===== src/rtl/countdown_timer.sv =====
// Loadable down-counter with expiry pulse and optional auto-reload.
// IDLE/RUN/DONE controller; done is a registered one-cycle pulse.
module countdown_timer #(
  parameter int WIDTH = 4
) (
  input  logic             clock,
  input  logic             reset,
  input  logic             clear,
  input  logic             load,
  input  logic [WIDTH-1:0] d,
  input  logic             count,
  input  logic             reload_en,
  output logic [WIDTH-1:0] q,
  output logic             zero,
  output logic             busy,
  output logic             done
);

  typedef enum logic [1:0] {
    IDLE = 2'd0,
    RUN  = 2'd1,
    DONE = 2'd2
  } state_t;

  state_t           r_state;
  logic [WIDTH-1:0] r_q;
  logic [WIDTH-1:0] r_reload;
  logic             r_done;
  logic             w_expire;

  assign w_expire = (r_state == RUN) && (r_q == WIDTH'(1));

  always_ff @(posedge clock or posedge reset) begin
    if (reset) begin
      r_state  <= IDLE;
      r_q      <= '0;
      r_reload <= '0;
      r_done   <= 1'b0;
    end else if (clear) begin
      r_state <= IDLE;
      r_q     <= '0;
      r_done  <= 1'b0;
    end else if (load) begin
      r_q      <= d;
      r_reload <= d;
      r_done   <= 1'b0;
      r_state  <= (d != '0) ? RUN : IDLE;
    end else if (count && r_state == RUN) begin
      if (w_expire) begin
        r_done <= 1'b1;
        // Auto-reload skips the zero value entirely; one-shot parks in DONE.
        if (reload_en) begin
          r_q <= r_reload;
        end else begin
          r_q     <= '0;
          r_state <= DONE;
        end
      end else begin
        r_q    <= r_q - WIDTH'(1);
        r_done <= 1'b0;
      end
    end else begin
      r_done <= 1'b0;
    end
  end

  assign q    = r_q;
  assign zero = (r_q == '0);
  assign busy = (r_state == RUN);
  assign done = r_done;

endmodule

===== config.mk =====
export PLATFORM = sky130hd
export DESIGN_NAME = countdown_timer
export DESIGN_NICKNAME = d
export VERILOG_FILES = /design/src/rtl/countdown_timer.sv
export SDC_FILE = /design/constraint.sdc
export NUM_CORES = 1
export LEC_CHECK = 0
export ABC_AREA = 1
export ABC_CLOCK_PERIOD_IN_PS = 1500
export CAP_MARGIN = 10
export CORE_MARGIN = 1
export CORE_UTILIZATION = 47
export CTS_BUF_LIST = sky130_fd_sc_hd__clkbuf_8 sky130_fd_sc_hd__clkbuf_16
export DETAILED_ROUTE_END_ITERATION = 10
export PLACE_DENSITY = 0.76
export SETUP_SLACK_MARGIN = 0.5
export SLEW_MARGIN = 20
export SYNTH_ARGS = -nofsm -noshare
export SYNTH_HDL_FRONTEND = slang
export SYNTH_SLANG_ARGS = --single-unit

===== constraint.sdc =====
create_clock -name clock -period 1.5 [get_ports clock]
set_input_delay 0.3 -clock clock [delete_from_list [all_inputs] [get_ports clock]]
set_output_delay 0.3 -clock clock [all_outputs]
set_load 0.01 [all_outputs]

# After elaboration in Yosys (flattened, before gate mapping)
# Cells that the tools add are included.
classes:
  add_sub_neg: 1
  multipliers: 0
  n_div: 0
  n_lt_le_gt_ge: 0
  n_eq_ne: 3
  shift: 0
  mux: 15
  bitwise: 1
  reduce_logical: 8
ops:
  columns: ["operator", "count"]
  rows:
  - ["$mux 4", 5]
  - ["$mux 2", 5]
  - ["$reduce_bool 3->1", 2]
  - ["$mux 1", 5]
  - ["$eq 4x1->1 const B", 1]
  - ["$logic_not 4->1", 1]
  - ["$reduce_bool 4->1", 1]
  - ["$sub 4x1->4 const B", 1]
  - ["$ne 3x3->1 const B", 1]
  - ["$reduce_and 3->1", 1]
  - ["$eq 2x1->1 const B", 1]
  - ["$logic_and 1x1->1", 2]
  - ["$reduce_and 2->1", 1]
  - ["$not 1->1", 1]
word_totals:
  ff_bits: 11
  latch_bits: 0
  mem_bits_rw: 0
  rom_bits: 0
  input_bits: 10
  output_inout_bits: 7
  elab_cells: 32
  memories: 0

# Depth between registers and ports, before layout
# Gate-level depths: netlist of run 1.
depth:
  ltp_word: 6
  depth_mapped: 7
  ltp_nobuf: 7

# Worst setup path after synthesis of run 1
# OpenSTA, ideal clock, no wires.
synth_path:
  path_kind: "reg-to-output"
  from: "register r_q[0], in the netlist q[0]"
  to: "output port zero"
  arrival_ns: 1.001
  required_time_ns: 1.200
  path_slack_ns: 0.199
  path_stages_with_launch: 4
  n_path_buf: 0
  path_cell_list: "dfrtp_1 -> inv_1 -> ha_1 -> nor3b_1"
synth_via:
  elab_chain_len: 1
synth_lines:
  columns: ["item", "line", "source"]
  rows:
  - ["start: declaration", "26", "logic [WIDTH-1:0] r_q;"]
  - ["start signal: assignment", "53", "r_q <= r_reload;"]
  - ["start signal: assignment", "59", "r_q <= r_q - WIDTH'(1);"]
  - ["$logic_not 4->1", "68", "assign zero = (r_q == '0);"]
  - ["end: declaration", "14", "output logic zero,"]
# No other way between the ends.

# Worst setup path in the final report of run 1
layout_path:
  from: "register r_q[1], in the netlist q[1]"
  to: "output port zero"
# Same word-level chain as after synthesis.

==> impl_metrics.csv, run 1 <==
group,metric,value,unit
worst_setup_path,cp_top_family,"flip-flops",
cts,numCtsBuffers,3,
worst_setup_path,crit_arrival,1150,ps
cts,worst_skew_pair.late_latency,240,ps
worst_setup_path,worst-setup-path-type,"register to output port",
cts,clk_pin_slew_worst_paths,50,ps
timing,worst_slew_pin_slew,443.7,ps
worst_setup_path,startpoint_type,"register",
die,placementRows,13,
timing,setup-violations-final,0,
final_layout,syn2layout_area_growth,62.52,%
worst_hold_path,worstHoldPathType,"input port to asynchronous set/reset pin",
global_route,grt_overflow_total,0,
global_route,grt_first_pass_wirelength,2532,microns
worst_setup_path,slowest_stage,"dfrtp_1",
detailed_routing,drt_first_pass_iters,6,
cts,clock_tree.buffer_depth,2,
placement,gp_congestion,0.7560,
timing,hold_viol,0,
timing,maxSlewViolCount,0,
synthesis,synth_fp_nets,103,
cts,holdBufCountCts,0,
final_layout,nNetsFinal,141,
timing,timing.fmax,687.8,MHz
final_layout,antenna-diode-count,0,
synthesis,synth-seq-cells,11,
power_and_ir_drop,ir_worst_vdd,0.0006605,V
cts,cts_sinks,11,
synthesis,synthesis.area,724.4,sq um
timing,slew_headroom,70.39,%
final_layout,final_layout_fill_cell_count,84,
die,ioPinCount,17,
die,initial_core_util,53.02,%
cts,htreeDepth,1,
timing,hold_slack,374.6,ps
worst_setup_path,timing.critical_path.cells,"inv_2 > ha_4 > nor3b_4 > buf_2",
worst_setup_path,critical_path.reg2reg.startpoint,"q[2]$_DFFE_PP0P_",
final_layout,final_common_cell,"nand2_1",
synthesis,postSynthAreaPerCell,8.049,sq um
detailed_routing,dr_total_vias,762,
power_and_ir_drop,power_density_relative_to_cell_area,920.0,nW/um^2
timing,setup_repair_after_global_routing_missed_its_margin,"yes",
global_route,grt_start_max_net_pins,12,
detailed_routing,dr.first_iter.drc_count,14,
synthesis,syn-instance-count,90,
die,die_area,1702,sq um
cts,clock_tree.root_cell,"clkbuf_8",
run,timing.max_cap.violations,0,
detailed_routing,drt-vias-per-instance,5.366,
detailed_routing,finalWirelength,1892,microns
global_route,initial_antenna_violation_count,0,
cts,cts_tree,"done",
worst_setup_path,critical_path.endpoint_type,"output port",
die,die_h,41.26,microns
status,outcome,"complete, no violations",
die,dieWidth,41.26,microns
placement,dp_slack,-107.3,ps
final_layout,final_cell_mix,"nand2_1 (20), buf_6 (12), inv_1 (11), buf_4 (9), dfrtp_1 (8)",
worst_setup_path,critical_path_max_stage_delay,390,ps
placement,dpl.hpwl,1123,microns
global_route,grt_pass1_vias,621,
timing,setup_ws,46.07,ps
worst_setup_path,crit_fanout,2,
worst_setup_path,critPathLaunch,"q[1]$_DFFE_PP0P_",
die,core_footprint,1366,sq um
final_layout,share_of_cells_above_drive_strength_1,48.03,%
power_and_ir_drop,total_leakage_power,0.5626,nW
synthesis,netlist-cell-type-count,25,
placement,io_buffer_count,16,
detailed_routing,drc,0,
worst_setup_path,worstPathBufferInverterCount,2,
detailed_routing,postRouteAntennaNets,0,
timing,fin_crit,1454,ps
worst_setup_path,timing.critical_path.required,1200,ps
timing,min_period_over_period,96.93,%
timing,final.setup_skew,0.7820,ps
global_route,groute.usage.overall,23.65,%
synthesis,yosysSeqAreaShare,38.00,%
synthesis,yosys_warnings,0,
detailed_routing,wl_per_cell,13.32,microns
-- final timing paths --
| kind | slack (ps) | endpoint | cells past startpoint |
|---|---|---|---|
| max | 50 | zero | 4 |
| min | 370 | done$_DFF_PP0_ | 2 |
| max reg2reg | 160 | q[0]$_DFFE_PP0P_ | 7 |
| min reg2reg | 480 | r_reload[3]$_DFFE_PP0P_ | 2 |
| max in group asynchronous | 790 | q[0]$_DFFE_PP0P_ | 2 |
| min in group clock | 480 | r_reload[3]$_DFFE_PP0P_ | 2 |
-- routing by layer --
metal / vias up / track usage [%] / wire length (microns)
met3: 10 / 7.609 / 84
li1: 364 / - / -
met5: - / 0 / 0
met2: 29 / 38.28 / 977
met1: 359 / 27.30 / 761
met4: 0 / 12.90 / 68
-- cell usage after synthesis --
library cell | n | share of area (%)
a21oi_1 | 2 | 1.4
a21oi_2 | 3 | 3.6
clkinv_1 | 1 | 0.52
dfrtp_1 | 11 | 38
ha_1 | 3 | 5.2
inv_1 | 13 | 6.7
inv_2 | 3 | 1.6
nand2_1 | 21 | 11
nand2_2 | 2 | 1.7
nand2_4 | 1 | 1.6
nand3_1 | 5 | 3.5
nand3_4 | 1 | 2.4
nand3b_1 | 1 | 1.0
nand4_1 | 4 | 3.5
nor2_1 | 5 | 2.6
nor2_2 | 2 | 1.7
nor2_4 | 2 | 3.1
nor2_8 | 1 | 2.8
nor3_1 | 1 | 0.69
nor3b_1 | 1 | 1.0
nor4_1 | 1 | 0.86
o21ai_0 | 2 | 1.4
o21ai_1 | 1 | 0.69
o21ai_2 | 2 | 2.4
xnor2_1 | 1 | 1.2
-- registers in the layout, indices dropped and copies added (netlist names) --
register / count
done: 1
q: 4
r_reload: 4
r_state: 2
-- timing repair --
action / CTS / global route
gates resized for setup: 40 / 15
setup endpoints to repair: 18 / 14
gates cloned: 0 / 0
buffers inserted: 5 / 4
pin swaps: 6 / 6
-- layout make-up --
type,instances,area [sq um],area share (%)
inverters,17,63.81,5.420
flip-flops and latches,11,279.0,23.70
clock inverters,1,3.754,0.3188
repair buffers,33,305.3,25.93
multi-input cells,62,465.4,39.53
well taps,15,18.77,1.594
clock buffers,3,41.29,3.507
-- worst reg2reg max path, stage by stage, from the launching register on --
cell and delay [ps]:
dfrtp_2 410, buf_4 170, nor2_4 120, buf_4 130
buf_6 90, nand4_1 130, nand3_2 120, a21oi_2 50
-- where the power goes --
part,total [W],switching (W),internal [W]
registers,0.000352,0.0000219,0.000330
clock network,0.000297,0.000117,0.000180
logic,0.000434,0.000212,0.000222
total,0.00108,0.000351,0.000732
-- per-stage QoR --
stage | total power (W) | std cells | area (sq um) | setup TNS [ps] | util, %
floorplan | 0.0005463 | 90 | 755.7 | 0 | -
global placement | 0.0006807 | 129 | 994.7 | -66.59 | 72.80
detailed placement | 0.0006874 | 129 | 994.7 | -107.3 | 72.80
CTS | 0.001018 | 138 | 1091 | 0 | 79.85
global route | 0.001142 | 142 | 1177 | -13.79 | 86.17
finish | 0.001083 | 142 | 1177 | 0 | 86.17
-- kinds of logic after synthesis --
| kind of cell | share of synthesized area, % |
|---|---|
| buffers and inverters | 8.808 |
| XOR/XNOR | 1.209 |
| AND/OR/NAND/NOR | 37.31 |
| AO/OA/AOI/OAI | 9.500 |
| flip-flops | 38.00 |
| adder cells (fa/ha/maj) | 5.182 |
Power figures use the tool's default switching activity.
==> run 2: changes to the inputs <==
Settings changed: ABC_CLOCK_PERIOD_IN_PS 1500 to 1870, CORE_UTILIZATION 47 to 51, PLACE_DENSITY 0.76 to 0.81.
Clock period 1.5 ns to 1.87 ns, I/O delays scaled along.
==> impl_metrics.csv, run 2 (synthesized netlist as in run 1, its figures left out) <==
group,metric,value,unit
cts,clock_tree.buffer_depth,2,
die,die_area,1575,sq um
final_layout,syn2layout_area_growth,40.76,%
placement,gp_congestion,0.7191,
final_layout,share_of_cells_above_drive_strength_1,33.05,%
die,core_footprint,1318,sq um
power_and_ir_drop,ir_worst_vdd,0.0004552,V
timing,slew_headroom,70.54,%
die,ioPinCount,17,
timing,setup_repair_after_global_routing_missed_its_margin,"yes",
global_route,grt_pass1_vias,645,
worst_setup_path,crit_arrival,1160,ps
run,timing.max_cap.violations,0,
final_layout,antenna-diode-count,0,
timing,fin_crit,1530,ps
placement,io_buffer_count,16,
worst_setup_path,worstPathBufferInverterCount,2,
cts,worst_skew_pair.late_latency,240,ps
final_layout,nNetsFinal,132,
detailed_routing,finalWirelength,1729,microns
power_and_ir_drop,power_density_relative_to_cell_area,755.6,nW/um^2
detailed_routing,postRouteAntennaNets,0,
timing,maxSlewViolCount,0,
global_route,initial_antenna_violation_count,0,
worst_setup_path,critical_path_max_stage_delay,390,ps
final_layout,final_cell_mix,"nand2_1 (21), inv_1 (11), dfrtp_1 (8), buf_4 (8), clkdlybuf4s50_1 (7)",
worst_setup_path,slowest_stage,"dfrtp_1",
die,initial_core_util,54.99,%
worst_setup_path,timing.critical_path.required,1500,ps
detailed_routing,drc,0,
worst_setup_path,startpoint_type,"register",
timing,min_period_over_period,81.83,%
worst_setup_path,cp_top_family,"flip-flops",
detailed_routing,wl_per_cell,13.00,microns
worst_setup_path,rr_worst_depth,7,
timing,worst_slew_pin_slew,441.4,ps
worst_setup_path,crit_fanout,3,
timing,hold_slack,435.2,ps
timing,timing.fmax,653.5,MHz
worst_setup_path,timing.critical_path.cells,"inv_2 > ha_4 > nor3b_2 > buf_2",
cts,cts_sinks,11,
final_layout,multi_input_comb_area,407.9,sq um
worst_setup_path,critical_path.endpoint_type,"output port",
timing,final.setup.tns,0,ps
power_and_ir_drop,total_leakage_power,0.5147,nW
timing,setup-violations-final,0,
die,die_h,39.69,microns
final_layout,seq_area,279.0,sq um
final_layout,final_layout_fill_cell_count,100,
worst_setup_path,cp.depth,4,
cts,htreeDepth,1,
final_layout,final_common_cell,"nand2_1",
status,outcome,"complete, no violations",
cts,numCtsBuffers,3,
detailed_routing,dr.first_iter.drc_count,16,
detailed_routing,drt_first_pass_iters,4,
worst_hold_path,worstHoldPathType,"input port to asynchronous set/reset pin",
global_route,grt_overflow_total,0,
timing,hold_viol,0,
global_route,grt_first_pass_wirelength,2601,microns
timing,final.setup_skew,0.7048,ps
detailed_routing,dr_total_vias,694,
die,placementRows,13,
cts,clk_pin_slew_worst_paths,50,ps
global_route,groute.usage.overall,25.59,%
die,dieWidth,39.69,microns
worst_setup_path,worst-setup-path-type,"register to output port",
detailed_routing,drt-vias-per-instance,5.218,
placement,dpl.hpwl,1222,microns
cts,cts_tree,"done",
cts,clock_tree.root_cell,"clkbuf_8",
global_route,grt_start_max_net_pins,12,
cts,holdBufCountCts,0,
## run 2: cell count changes in the layout (fill, tap and decap cells not counted), sizes merged
| cell | change |
|---|---|
| buf | -14 |
| dlygate4sd2 | +2 |
| dlymetal6s2s | +2 |
| clkbuf | +1 |
## run 2: area by class of cell
class | count | share of cell area (%)
Multi-Input combinational cell | 62 | 40.00
Timing Repair Buffer | 24 | 20.12
Inverter | 17 | 6.258
Sequential cell | 11 | 27.36
Clock buffer | 3 | 4.049
Clock inverter | 1 | 0.3681
Tap cell | 15 | 1.840
## run 2: layer usage
metal  global-route usage, %  up-vias  share of wire, %
met4                   10.34        0              0.46
li1                        -      342                 -
met2                   52.05       27                57
met5                       0        -                 0
met3                   3.409        4               3.3
met1                   24.65      321                39
## run 2: timing repair
item                       CTS  global route
setup buffers                6             2
resized for setup           21             5
pin swaps                    1             0
setup endpoints to repair    8             9
## run 2: final timing paths
path                                               from                       to  slack, ps
worst max-delay path                   q[1]$_DFFE_PP0P_                     zero        340
worst min-delay path                              reset  r_reload[0]$_DFFE_PP0P_        440
worst max register to register         q[1]$_DFFE_PP0P_   r_state[0]$_DFFE_PP0P_        490
worst min register to register  r_reload[3]$_DFFE_PP0P_  r_reload[3]$_DFFE_PP0P_        480
max in group asynchronous                         reset         q[2]$_DFFE_PP0P_       1100
min in group clock              r_reload[3]$_DFFE_PP0P_  r_reload[3]$_DFFE_PP0P_        480
## run 2: power breakdown
group | total [W] | switching (W) | internal (W)
combinational | 0.000254 | 0.000140 | 0.000114
sequential | 0.000280 | 0.0000154 | 0.000264
clock | 0.000236 | 0.0000919 | 0.000144
## run 2: through the flow
step	instance area [sq um]	std cells	total power (W)	setup slack (ps)	util, %
2_1_floorplan	729.5	90	0.0004208	599.1	-
3_3_place_gp	908.4	121	0.0004980	168.6	68.95
3_5_place_dp	908.4	121	0.0005093	76.18	68.95
4_1_cts	1006	131	0.0007676	345.6	76.35
5_1_grt	1020	133	0.0008132	287.8	77.40
6_report	1020	133	0.0007705	339.8	77.40
==> run 3: changes to the inputs <==
Settings changed: ABC_CLOCK_PERIOD_IN_PS 1870 to 1230, CORE_UTILIZATION 51 to 43, PLACE_DENSITY 0.81 to 0.73.
Clock period 1.87 ns to 1.23 ns, I/O delays scaled along.
==> impl_metrics.csv, run 3 (synthesized netlist as in run 1, its figures left out) <==
group,metric,value,unit
worst_setup_path,worst-setup-path-type,"register to output port",
global_route,initial_antenna_violation_count,0,
die,placementRows,14,
worst_setup_path,rr_worst_depth,8,
global_route,grt_pass1_vias,831,
final_layout,final_common_cell,"buf_4",
detailed_routing,drt_first_pass_iters,4,
placement,gp_congestion,0.7695,
worst_setup_path,cp_top_family,"flip-flops",
timing,setup-violations-final,9,
status,failed_checks,"negative setup slack",
die,core_footprint,1541,sq um
final_layout,share_of_cells_above_drive_strength_1,55.56,%
cts,htreeDepth,1,
final_layout,utilization,81.09,%
detailed_routing,drc,0,
worst_setup_path,timing.critical_path.required,980,ps
worst_setup_path,timing.critical_path.cells,"inv_2 > ha_4 > nor3b_4 > buf_2",
run,timing.max_cap.violations,0,
detailed_routing,wl_per_cell,14.15,microns
placement,dpl.hpwl,1334,microns
timing,final.setup_skew,1.816,ps
cts,worst_skew_pair.late_latency,230,ps
cts,numCtsBuffers,3,
timing,setup_repair_after_global_routing_missed_its_margin,"yes",
timing,final.setup.tns,-711.4,ps
worst_setup_path,cp.depth,4,
timing,slew_headroom,80.08,%
detailed_routing,postRouteAntennaNets,0,
cts,cts_tree,"done",
detailed_routing,finalWirelength,2137,microns
cts,cts_sinks,11,
detailed_routing,dr.first_iter.drc_count,6,
timing,fin_crit,1418,ps
placement,post_dp_cell_area,1028,sq um
die,die_area,1853,sq um
cts,clock_tree.root_cell,"clkbuf_8",
final_layout,syn2layout_area_growth,72.54,%
die,die_h,43.05,microns
die,initial_core_util,47.00,%
die,dieWidth,43.05,microns
worst_setup_path,setup.reg_to_reg.worst_slack,-130,ps
final_layout,seq_area,277.8,sq um
global_route,grt_start_max_net_pins,9,
global_route,grt_first_pass_wirelength,3436,microns
worst_setup_path,crit_fanout,2,
worst_setup_path,crit_arrival,1170,ps
timing,hold_slack,222.7,ps
detailed_routing,dr_total_vias,768,
power_and_ir_drop,ir_worst_vdd,0.0009072,V
status,outcome,"complete, but fails checks",
cts,holdBufCountCts,0,
final_layout,final_layout_fill_cell_count,100,
final_layout,antenna-diode-count,0,
detailed_routing,drt-vias-per-instance,5.086,
final_layout,multi_input_comb_area,485.5,sq um
power_and_ir_drop,total_leakage_power,0.6093,nW
final_layout,final_cell_mix,"buf_4 (21), nand2_1 (19), buf_6 (10), dfrtp_1 (9)",
timing,maxSlewViolCount,0,
worst_setup_path,startpoint_type,"register",
timing,hold_viol,0,
global_route,groute.usage.overall,24.80,%
final_layout,nNetsFinal,149,
worst_setup_path,slowest_stage,"dfrtp_1",
cts,clk_pin_slew_worst_paths,50,ps
worst_hold_path,worstHoldPathType,"input port to asynchronous set/reset pin",
final_layout,finish.instance_area,1250,sq um
timing,setup_ws,-188.3,ps
die,ioPinCount,17,
global_route,grt_overflow_total,0,
timing,worst_slew_pin_slew,296.0,ps
timing,timing.fmax,705.0,MHz
worst_setup_path,worstPathBufferInverterCount,2,
timing,min_period_over_period,115.3,%
worst_setup_path,critical_path.endpoint_type,"output port",
power_and_ir_drop,power_density_relative_to_cell_area,1094,nW/um^2
worst_setup_path,critical_path_max_stage_delay,390,ps
placement,io_buffer_count,16,
cts,clock_tree.buffer_depth,2,
run 3: cell count changes in the layout (fill, tap and decap cells not counted), moves of 3 or more:
cell	change
buf_4	+13
clkdlybuf4s50_1	-3
buf_6	+10
inv_1	-3
run 3: worst register-to-register path, stage by stage, from the launching register on:
cell	delay (ps)
dfrtp_1	390
inv_2	100
buf_4	150
ha_4	160
nand3_4	110
nor2_4	110
nand2_2	70
nand3_1	80
o21ai_1	60
run 3: layer usage:
metal	routed length (microns)	share of wire (%)	vias up	track usage, %
met4	11	0.51	0	7.879
met2	1206	56	21	46.06
met5	0	0	-	0
li1	-	-	377	-
met3	80	3.7	2	8.085
met1	839	39	368	26.01
run 3: what timing repair did:
item,in CTS,in global routing
endpoints found under the hold margin,0,0
pin swaps,11,4
setup endpoints to repair,18,16
setup buffers,8,4
gates resized for setup,62,12
run 3: report_power, final:
group	total, W	switching, W	internal (W)	leakage (nW)
clock	0.000347	0.000129	0.000218	0.0269
combinational	0.000590	0.000283	0.000307	0.445
sequential	0.000431	0.0000288	0.000403	0.137
total	0.00137	0.000440	0.000928	0.609
run 3: per-stage QoR:
step | power (W) | cells | setup WS, ps
4_1_cts | 0.001301 | 147 | -134.3
3_3_place_gp | 0.0008479 | 135 | -282.8
5_1_grt | 0.001447 | 151 | -232.5
6_report | 0.001368 | 151 | -188.3
3_5_place_dp | 0.0008634 | 135 | -290.5
2_1_floorplan | 0.0006613 | 90 | 76.46
run 3: worst paths after layout:
kind                                      endpoint                     from
setup / recovery                              zero         q[1]$_DFFE_PP0P_
hold / removal                    q[3]$_DFFE_PP0P_                    reset
setup reg to reg            r_state[0]$_DFFE_PP0P_         q[1]$_DFFE_PP0P_
hold reg to reg            r_reload[2]$_DFFE_PP0P_  r_reload[2]$_DFFE_PP0P_
max in group asynchronous  r_reload[1]$_DFFE_PP0P_                    reset
min in group clock         r_reload[2]$_DFFE_PP0P_                     d[2]
run 3: layout make-up:
cell class              count  area share, %
well taps                  16          1.602
clock inverters             1         0.3003
repair buffers             41          28.43
clock buffers               3          3.303
multi-input cells          62          38.84
flip-flops and latches     11          22.22
inverters                  17          5.305
